<file path="src/rtl/bus_copy_pkg.sv">
// bus_copy_pkg: shared types and constants for the bus copy initiator
package bus_copy_pkg;
    typedef enum logic [2:0] {IDLE, RD, RD_GAP, WR, WR_GAP} state_t;
    localparam logic [3:0]  WE_READ   = 4'h0;
    localparam logic [3:0]  WE_WORD   = 4'hF;
    localparam logic [31:0] ADDR_STEP = 32'd4;
    localparam logic [31:0] ADDR_MASK = 32'hFFFF_FFFC;
endpackage

</file>
<file path="src/rtl/bus_wait_timer.sv">
// bus_wait_timer: counts select-high cycles without ready, flags the last allowed cycle
module bus_wait_timer #(
    parameter int TIMEOUT_CYCLES = 255
) (
    input  logic clk,
    input  logic reset,
    input  logic clr,
    input  logic en,
    output logic expired
);
    localparam int W = $clog2(TIMEOUT_CYCLES + 1);
    logic [W-1:0] cnt;
    assign expired = cnt == W'(TIMEOUT_CYCLES - 1);
    // clear while the bus is idle, count unanswered cycles, hold once expired
    always_ff @(posedge clk or posedge reset) begin
        if (reset) cnt <= '0;
        else if (clr) cnt <= '0;
        else if (en && !expired) cnt <= cnt + W'(1);
    end
endmodule

</file>
<file path="src/rtl/bus_copy_initiator.sv">
// bus_copy_initiator: word-by-word read/write copy engine on the select/ready bus
module bus_copy_initiator
    import bus_copy_pkg::*;
#(
    parameter int CNT_W          = 16,
    parameter int TIMEOUT_CYCLES = 255
) (
    input  logic             clk,
    input  logic             reset,
    input  logic             start,
    input  logic [31:0]      src_addr,
    input  logic [31:0]      dst_addr,
    input  logic [CNT_W-1:0] word_count,
    output logic             busy,
    output logic             done,
    output logic             error,
    output logic [CNT_W-1:0] words_left,
    output logic             m_sel,
    output logic [31:0]      m_addr,
    output logic [3:0]       m_we,
    output logic [31:0]      m_data_o,
    input  logic [31:0]      m_data_i,
    input  logic             m_ready
);
    state_t      state;
    logic [31:0] src, dst, buffer;
    logic        expired;

    bus_wait_timer #(.TIMEOUT_CYCLES(TIMEOUT_CYCLES)) u_timer (
        .clk     (clk),
        .reset   (reset),
        .clr     (!m_sel),
        .en      (m_sel && !m_ready),
        .expired (expired)
    );

    // copy sequencer; every bus output is registered and changes only on access entry/exit
    always_ff @(posedge clk or posedge reset) begin
        if (reset) begin
            state      <= IDLE;
            src        <= '0;
            dst        <= '0;
            buffer     <= '0;
            busy       <= 1'b0;
            done       <= 1'b0;
            error      <= 1'b0;
            words_left <= '0;
            m_sel      <= 1'b0;
            m_addr     <= '0;
            m_we       <= WE_READ;
            m_data_o   <= '0;
        end else begin
            done <= 1'b0;
            if (m_sel && !m_ready && expired) begin
                state <= IDLE;
                m_sel <= 1'b0;
                m_we  <= WE_READ;
                busy  <= 1'b0;
                done  <= 1'b1;
                error <= 1'b1;
            end else begin
                case (state)
                    IDLE: if (start) begin
                        src        <= src_addr & ADDR_MASK;
                        dst        <= dst_addr & ADDR_MASK;
                        words_left <= word_count;
                        error      <= 1'b0;
                        if (word_count == '0) begin
                            done <= 1'b1;
                        end else begin
                            state  <= RD;
                            busy   <= 1'b1;
                            m_sel  <= 1'b1;
                            m_we   <= WE_READ;
                            m_addr <= src_addr & ADDR_MASK;
                        end
                    end
                    RD: if (m_ready) begin
                        buffer <= m_data_i;
                        m_sel  <= 1'b0;
                        state  <= RD_GAP;
                    end
                    RD_GAP: begin
                        state    <= WR;
                        m_sel    <= 1'b1;
                        m_we     <= WE_WORD;
                        m_addr   <= dst;
                        m_data_o <= buffer;
                    end
                    WR: if (m_ready) begin
                        words_left <= words_left - CNT_W'(1);
                        src        <= src + ADDR_STEP;
                        dst        <= dst + ADDR_STEP;
                        m_sel      <= 1'b0;
                        m_we       <= WE_READ;
                        state      <= WR_GAP;
                    end
                    WR_GAP: if (words_left == '0) begin
                        state <= IDLE;
                        busy  <= 1'b0;
                        done  <= 1'b1;
                    end else begin
                        state  <= RD;
                        m_sel  <= 1'b1;
                        m_we   <= WE_READ;
                        m_addr <= src;
                    end
                    default: state <= IDLE;
                endcase
            end
        end
    end
endmodule

</file>
<file path="config.mk">
export PLATFORM = sky130hd
export DESIGN_NAME = bus_copy_initiator
export DESIGN_NICKNAME = d
export VERILOG_FILES = /design/src/rtl/bus_copy_pkg.sv /design/src/rtl/bus_wait_timer.sv /design/src/rtl/bus_copy_initiator.sv
export SDC_FILE = /design/constraint.sdc
export NUM_CORES = 1
export LEC_CHECK = 0
export ABC_AREA = 1
export CAP_MARGIN = 20
export CORE_UTILIZATION = 57
export DETAILED_ROUTE_END_ITERATION = 10
export HOLD_SLACK_MARGIN = 0.03
export PLACE_DENSITY = 0.87
export SLEW_MARGIN = 10
export SYNTH_ARGS = -nofsm -noshare
export SYNTH_HDL_FRONTEND = slang
export SYNTH_SLANG_ARGS = --single-unit
</file>
<file path="constraint.sdc">
create_clock -name clk -period 8.35 [get_ports clk]
set_clock_uncertainty 0.1 [all_clocks]
set_input_delay 0.835 -clock clk [delete_from_list [all_inputs] [get_ports clk]]
set_output_delay 0.835 -clock clk [all_outputs]
set_load 0.02 [all_outputs]
</file>
==> Implementation_results.wiki, run 1 <==
{| class="wikitable"
! Metric !! Value
|-
| Fraction of power spent switching nets || 47.75%
|-
| Synthesized Nets || 1,612
|-
| Min cycle time layout || 3.654 ns
|-
| Actual slew at the worst max-slew pin || 0.9610 ns
|-
| Maximum net fanout on the critical path || 78
|-
| Max-cap violations || 0
|-
| Hold Vio Cnt, Final || 0
|-
| Worst path bufs/invs || 4
|-
| Post-synthesis share of cell area spent on full adders, half adders and majority gates || 0.5963%
|-
| Clock tree root buffer cell || clkbuf_16
|-
| Total placed cells including tap cells || 1,865
|-
| Wire length after detailed routing || 30,500 um
|-
| Basic-gate share of the synthesized area counting and, or, nand and nor cells || 32.68%
|-
| Status || finished, final reports clean
|-
| Unrepaired setup endpoints after global routing || false
|-
| Proportion of power drawn by flip-flops and latches || 32.1%
|-
| Post-synthesis cell area || 10,490 um2
|-
| Cell type group with the largest total delay on the critical path || buffers and inverters
|-
| Iteration-0 DRC count of the detailed router || 1,181
|-
| Syn-to-layout area delta || 25.94%
|-
| Max transition margin || 35.93%
|-
| Clock Path Buffers || 2
|-
| Highest ir drop seen on vdd || 0.2702 mV
|-
| Die extent in y || 137.7 um
|-
| Number of antenna violations at the first check in global routing || 2
|-
| Critical path, cell by cell || inv_2 > nand2_2 > nor2_4 > buf_4 > inv_2 > nand2_1 > nand2_1 > nor2_4 > buf_4 > o21ai_0 > o21ai_1
|-
| Net Sw Power || 0.002541 W
|-
| Final weighted congestion in routability-driven placement || 0.9202
|-
| Type of the worst setup path || flip-flop to flip-flop
|-
| Seq/Total Area, Yosys || 44.60%
|-
| Number of nets in the layout || 1,777
|-
| Final cell utilization of the core || 73.30%
|-
| DRC errors left || 0
|-
| GRT Util Overall || 33.40%
|-
| Post-route fraction of the period consumed by the critical path || 43.76%
|-
| Maximum number of pins on one net before global-route repair || 117
|-
| Std cell rows || 49
|-
| Main synth FF type || dfrtp_1
|-
| Number of distinct library cell variants in the gate-level netlist after synthesis || 34
|-
| Vias in the first global route || 10,018
|-
| Power Dens Cells || 402.7 nW/um2
|-
| Fraction of post-synthesis cell area in the top cell type by area || 44.60%
|-
| Area of the placeable core || 18,020 um2
|-
| Avg Synthesized Cell Area || 7.036 um2
|-
| Tightest hold margin || 0.3777 ns
|-
| Leakage power || 6.311 nW
|-
| Parity-gate share of the synthesized area counting xor and xnor cells || 1.002%
|-
| Clock transition at the registers of the reported paths || 0.08 ns
|-
| Number of buffers added by the clock tree synthesis step || 17
|-
| Final Non-Filler Cells || 1,900
|-
| Top cells by area in the synthesized netlist || dfrtp_1 45%, nand2_1 18%, nor2_1 7.9%
|-
| Ports placed on the boundary || 204
|-
| Number of register bits inferred by synthesis || 187
|-
| Synth top cells by count || 499 x nand2_1, 222 x nor2_1, 187 x dfrtp_1
|-
| Complex-gate fraction of the synthesized area || 11.19%
|-
| Clock Latency Late Sink || 0.45 ns
|-
| Final setup violation count || 0
|-
| Number of hold buffers added after CTS || 0
|-
| Wire length of the first global-routing pass || 48,610 um
|-
| Pint || 0.002780 W
|-
| Share of layout cells above drive strength 1 || 4.673%
|-
| CTS HTree Levels || 4
|-
| Tightest Hold Check Type || flip-flop to flip-flop
|-
| Total Neg Setup Slack || 0 ns
|-
| Post-Syn Instances || 1,491
|-
| Residual antenna-violating net count after detailed routing || 0
|-
| Drt first pass iters || 6
|-
| # Post-CTS Setup Buffers || 0
|-
| Worst setup SP type || flip-flop
|-
| Required time reported for the critical path endpoint || 8.61 ns
|-
| Slowest stage cell, crit path || buf_4
|-
| Combinational family with the most area after synthesis || simple AND/OR/NAND/NOR gates
|-
| Die width || 137.7 um
|-
| Routed vias || 10,710
|-
| CTS tree || done
|-
| Count of flip-flops with a built-in enable after synthesis || 0
|-
| Most used standard cell by instance count after synthesis || nand2_1
|-
| GRT overflow || 0
|-
| Clock sink count || 187
|-
| Crit-path max cell delay || 0.65 ns
|-
| Detailed-placement wirelength estimate || 21,090 um
|-
| CTS-repair resized insts || 0
|-
| Timing-limited maximum frequency || 273.7 MHz
|-
| Yosys warns || 0
|-
| Via-to-Cell Ratio || 5.637
|-
| Gate power share || 52.0%
|-
| Share of async-settable or async-resettable flops after synthesis || 100.0%
|-
| Final Max Slew Viols || 0
|-
| Total of buffers placed on input and output ports || 199
|-
| Floorplan die area || 18,950 um2
|-
| Synth area leader || dfrtp_1
|-
| Total power draw || 0.005321 W
|-
| Share of synthesized area spent on multiplexers || 1.598%
|-
| Data arrival time at the worst-slack endpoint || 3.92 ns
|-
| Kind of end point of the critical path || flip-flop
|-
| Mean routed wirelength per cell || 16.05 um
|-
| Relative contribution of the clock network to total power || 15.9%
|-
| Initial Utilization || 58.20%
|}
[sequential cells by signal, indices dropped and copies added (netlist names)]
name         count
buffer          32
m_data_o        32
m_addr          31
dst             30
src             30
words_left      16
u_timer.cnt      8
state            3
busy             1
done             1
error            1
m_sel            1
m_we             1
[metal layers]
layer | share of wire [%] | up-vias | track usage [%]
met3 | 8.1 | 101 | 5.592
met1 | 41 | 4947 | 43.64
met4 | 4.8 | 0 | 18.19
li1 | - | 5090 | -
met5 | 0 | - | 0
met2 | 46 | 572 | 52.93
[final timing paths]
check	slack (ns)	endpoint	cells after the start	startpoint
min in group asynchronous	0.63	m_addr[19]	2	reset
worst min-delay path	0.38	m_addr[12]	2	m_addr[12]
worst max-delay path	4.70	src[14]	11	state[2]
max in group asynchronous	5.82	dst[11]	4	reset
worst min register to register	0.38	m_addr[12]	2	m_addr[12]
worst max register to register	4.70	src[14]	11	state[2]
[per-stage QoR]
step | setup slack [ns] | cell area, um2
after floorplan | 2.330 | 10490
after global routing | 4.501 | 13210
after detailed placement | 4.956 | 12550
after CTS | 4.865 | 13180
after global placement | 5.000 | 12550
final | 4.696 | 13210
[final cells by class]
cell class / count / area, um2
antenna: 2 / 5.005
clock buffer: 17 / 425.4
clock inverter: 15 / 200.2
fill: 1378 / 4812
inverter: 151 / 571.8
multi-input combinational: 1088 / 4942
sequential: 187 / 4679
tap: 229 / 286.5
timing repair buffer: 211 / 2102
[cell families after synthesis]
kind of cell	count (synthesis)
fa+ha+maj	5
mux	15
flops	187
xor+xnor	12
buf+inv	216
simple gates	853
compound gates	203
[power by group through the flow]
stage	logic (W)	clock network, W	registers (W)
after global placement	0.00263	0	0.00169
after floorplan	0.00163	0	0.00187
after CTS	0.00275	0.000853	0.00170
after global routing	0.00307	0.000893	0.00176
after detailed placement	0.00272	0	0.00171
final	0.00277	0.000849	0.00171
[tightest hold or removal path, cell delays in order, from the launching register on]
cell	delay, ns
dfrtp_1	0.35
nand2_1	0.05
nand2_1	0.05
[layout by cell type (no fill, tap or decap), drive strengths merged]
cell type / synthesis / routed
clkbuf: 36 / 17
a22oi: 2 / 2
ha: 5 / 5
nand2: 500 / 500
or2: 2 / 2
o22ai: 3 / 3
dfrtp: 187 / 187
nand4: 16 / 16
a31oi: 13 / 13
o221ai: 26 / 26
clkdlybuf4s50: 0 / 199
xor2: 12 / 12
clkinvlp: 0 / 1
inv: 151 / 160
clkinv: 0 / 5
nand3: 92 / 92
mux2: 14 / 14
and2: 2 / 2
o211ai: 12 / 12
nor2: 228 / 228
mux2i: 1 / 1
o31ai: 1 / 1
o21bai: 1 / 1
o21ai: 103 / 103
buf: 29 / 12
diode: 0 / 2
nor3: 11 / 11
nand3b: 2 / 2
a21oi: 42 / 42
Power figures use the tool's default switching activity.
==> inputs of run 2 (changes only) <==
--- a/config.mk
+++ b/config.mk
@@ -7,10 +7,10 @@
 export LEC_CHECK = 0
 export ABC_AREA = 1
 export CAP_MARGIN = 20
-export CORE_UTILIZATION = 57
+export CORE_UTILIZATION = 53
 export DETAILED_ROUTE_END_ITERATION = 10
 export HOLD_SLACK_MARGIN = 0.03
-export PLACE_DENSITY = 0.87
+export PLACE_DENSITY = 0.81
 export SLEW_MARGIN = 10
 export SYNTH_ARGS = -nofsm -noshare
 export SYNTH_HDL_FRONTEND = slang
==> constraint.sdc (replaced) <==
create_clock -name clk -period 3.57 [get_ports clk]
set_clock_uncertainty 0.1 [all_clocks]
set_input_delay 0.357 -clock clk [delete_from_list [all_inputs] [get_ports clk]]
set_output_delay 0.357 -clock clk [all_outputs]
set_load 0.02 [all_outputs]
==> Implementation_results.wiki, run 2 (synthesis gave the netlist of run 1 again) <==
{| class="wikitable"
! Metric !! Value
|-
| Status || finished, final reports clean
|-
| Most numerous cell on the critical path || nand2_1
|-
| Worst flop-to-flop path startpoint || state[2]
|-
| Unrepaired setup endpoints after global routing || false
|-
| Actual slew at the worst max-slew pin || 0.9379 ns (-0.02313 ns)
|-
| Setup slack of the most critical reg-to-reg path || 1.01 ns (-3.68 ns)
|-
| Number of hold buffers added after CTS || 0 (unchanged)
|-
| Area of the placeable core || 19,460 um2 (+8.0%)
|-
| DRC errors left || 0 (unchanged)
|-
| Min cycle time layout || 2.556 ns (-1.098 ns)
|-
| Maximum net fanout on the critical path || 74 (-5.1%)
|-
| Drt first pass iters || 5 (-1)
|-
| Most common library cell in the layout ignoring fill and taps || nand2_1
|-
| Slowest stage cell, crit path || buf_4
|-
| Fraction of power spent switching nets || 47.25% (-0.50 points)
|-
| Die width || 142.7 um (+3.7%)
|-
| Highest ir drop seen on vdd || 0.4960 mV (+84%)
|-
| Clock transition at the registers of the reported paths || 0.08 ns (about the same)
|-
| CTS tree || done
|-
| Vias in the first global route || 9,699 (-3.2%)
|-
| Start point of the critical path || state[2]
|-
| Iteration-0 DRC count of the detailed router || 1,131 (-4.2%)
|-
| Tightest Hold Check Type || input pin to asynchronous set/reset pin
|-
| Via-to-Cell Ratio || 5.405 (-4.1%)
|-
| Ports placed on the boundary || 204 (unchanged)
|-
| Number of buffers added by the clock tree synthesis step || 17 (unchanged)
|-
| Data arrival time at the worst-slack endpoint || 2.79 ns (-1.13 ns)
|-
| Pint || 0.006606 W (+140%)
|-
| Gate power share || 52.6% (+0.6 points)
|-
| CTS HTree Levels || 4 (unchanged)
|-
| Maximum number of pins on one net before global-route repair || 79 (-32%)
|-
| Power Dens Cells || 934.7 nW/um2 (+130%)
|-
| Relative contribution of the clock network to total power || 15.5% (-0.4 points)
|-
| Mean routed wirelength per cell || 15.82 um (-1.5%)
|-
| Max-cap violations || 0 (unchanged)
|-
| Kind of end point of the critical path || flip-flop
|-
| Placement-stage worst setup slack || 0.8937 ns (-4.063 ns)
|-
| Required time reported for the critical path endpoint || 3.81 ns (-4.80 ns)
|-
| GRT overflow || 0 (unchanged)
|-
| Final weighted congestion in routability-driven placement || 0.9574 (+4.0%)
|-
| Detailed-placement wirelength estimate || 22,490 um (+6.6%)
|-
| Share of layout cells above drive strength 1 || 5.185% (+0.51 points)
|-
| Setup WS post-layout || 1.014 ns (-3.682 ns)
|-
| Total of buffers placed on input and output ports || 199 (unchanged)
|-
| Total power draw || 0.01252 W (+140%)
|-
| Capturing instance or port of the critical path || src[19]
|-
| Biggest regs || buffer (32), m_data_o (32), m_addr (31)
|-
| Initial Utilization || 53.91% (-4.3 points)
|-
| Die extent in y || 142.7 um (+3.7%)
|-
| Crit-path max cell delay || 0.60 ns (-0.05 ns)
|-
| Final setup violation count || 0 (unchanged)
|-
| Worst setup SP type || flip-flop
|-
| Endpoint of the most critical register-to-register path || src[19]
|-
| Critical path, cell by cell || inv_2 > nand2_2 > nor2_4 > buf_4 > buf_4 > nand2_1 > o22ai_1 > nand2_1 > nand2_1 > inv_1
|-
| Wire length after detailed routing || 30,770 um (+0.88%)
|-
| Net Sw Power || 0.005917 W (+130%)
|-
| # Post-CTS Setup Buffers || 0 (unchanged)
|-
| Number of nets in the layout || 1,786 (+0.51%)
|-
| Residual antenna-violating net count after detailed routing || 0 (unchanged)
|-
| Post-route fraction of the period consumed by the critical path || 71.60% (+28 points)
|-
| Leakage power || 6.375 nW (+1.0%)
|-
| Clock tree root buffer cell || clkbuf_16
|-
| Syn-to-layout area delta || 27.70%
|-
| GRT Util Overall || 31.49% (-1.9 points)
|-
| Total Neg Setup Slack || 0 ns (unchanged)
|-
| Clock sink count || 187 (unchanged)
|-
| Clock Path Buffers || 2 (unchanged)
|-
| Type of the worst setup path || flip-flop to flip-flop
|-
| Commonest cells after routing, fill and taps aside || 499 x nand2_1, 220 x nor2_1, 199 x clkdlybuf4s50_1
|-
| Wire length of the first global-routing pass || 49,770 um (+2.4%)
|-
| Clock Latency Late Sink || 0.44 ns (about the same)
|-
| Final Max Slew Viols || 0 (unchanged)
|-
| Floorplan die area || 20,360 um2 (+7.4%)
|-
| Std cell rows || 51 (+4.1%)
|-
| Hold Vio Cnt, Final || 0 (unchanged)
|-
| Number of antenna violations at the first check in global routing || 2 (unchanged)
|-
| Timing-limited maximum frequency || 391.2 MHz (+43%)
|-
| Max transition margin || 37.29% (+1.4 points)
|-
| Routed vias || 10,512 (-1.8%)
|-
| Proportion of power drawn by flip-flops and latches || 31.8% (-0.3 points)
|-
| CTS-repair resized insts || 0 (unchanged)
|-
| Worst R2R Path Depth || 10 (-1)
|}
run 2: cell type report:
type	count	area [um2]
antenna	2	5.005
clock buffer	17	425.4
clock inverter	15	193.9
fill	1621	6065
inverter	151	570.5
multi-input combinational	1088	4942
sequential	187	4679
tap	265	331.6
timing repair buffer	220	2250
run 2: critical path, delay by kind of cell (launching register included):
kind | cells | cell delay (ns)
flip-flops | 1 | 0.41
AO/OA/AOI/OAI | 1 | 0.15
AND/OR/NAND/NOR | 5 | 0.45
buffers and inverters | 4 | 1.31
run 2: stage by stage:
step | cells | cell area (um2) | hold WS [ns] | utilization, %
2_1_floorplan | 1491 | 10500 | 0.3708 | -
3_3_place_gp | 1910 | 12750 | 0.3558 | 65.53
3_5_place_dp | 1910 | 12750 | 0.3582 | 65.53
4_1_cts | 1942 | 13370 | 0.3710 | 68.71
5_1_grt | 1945 | 13400 | 0.2251 | 68.84
6_report | 1945 | 13400 | 0.1998 | 68.84
run 2: worst min-delay path by stage:
stage	to	startpoint	slack (ns)	cells after the start
finish	busy	reset	0.20	2
global route	u_timer.cnt[3]	reset	0.23	2
CTS	buffer[23]	m_data_i[23]	0.37	3
detailed placement	m_addr[12]	m_addr[12]	0.36	2
global placement	m_addr[5]	m_addr[5]	0.36	2
floorplan	src[25]	src[25]	0.37	2
run 2: metal layers:
layer | share of wire, % | global-route usage, %
met3 | 7.7 | 5.198
met2 | 46 | 50.05
met4 | 3.4 | 12.28
met5 | 0 | 0
met1 | 43 | 43.09
run 2: power by group through the flow:
| stage | Combinational (W) | Clock, W | Sequential [W] |
|---|---|---|---|
| 6_report | 0.00659 | 0.00194 | 0.00399 |
| 5_1_grt | 0.00732 | 0.00206 | 0.00412 |
| 4_1_cts | 0.00658 | 0.00197 | 0.00397 |
| 3_5_place_dp | 0.00653 | 0 | 0.00400 |
| 3_3_place_gp | 0.00634 | 0 | 0.00396 |
| 2_1_floorplan | 0.00381 | 0 | 0.00436 |
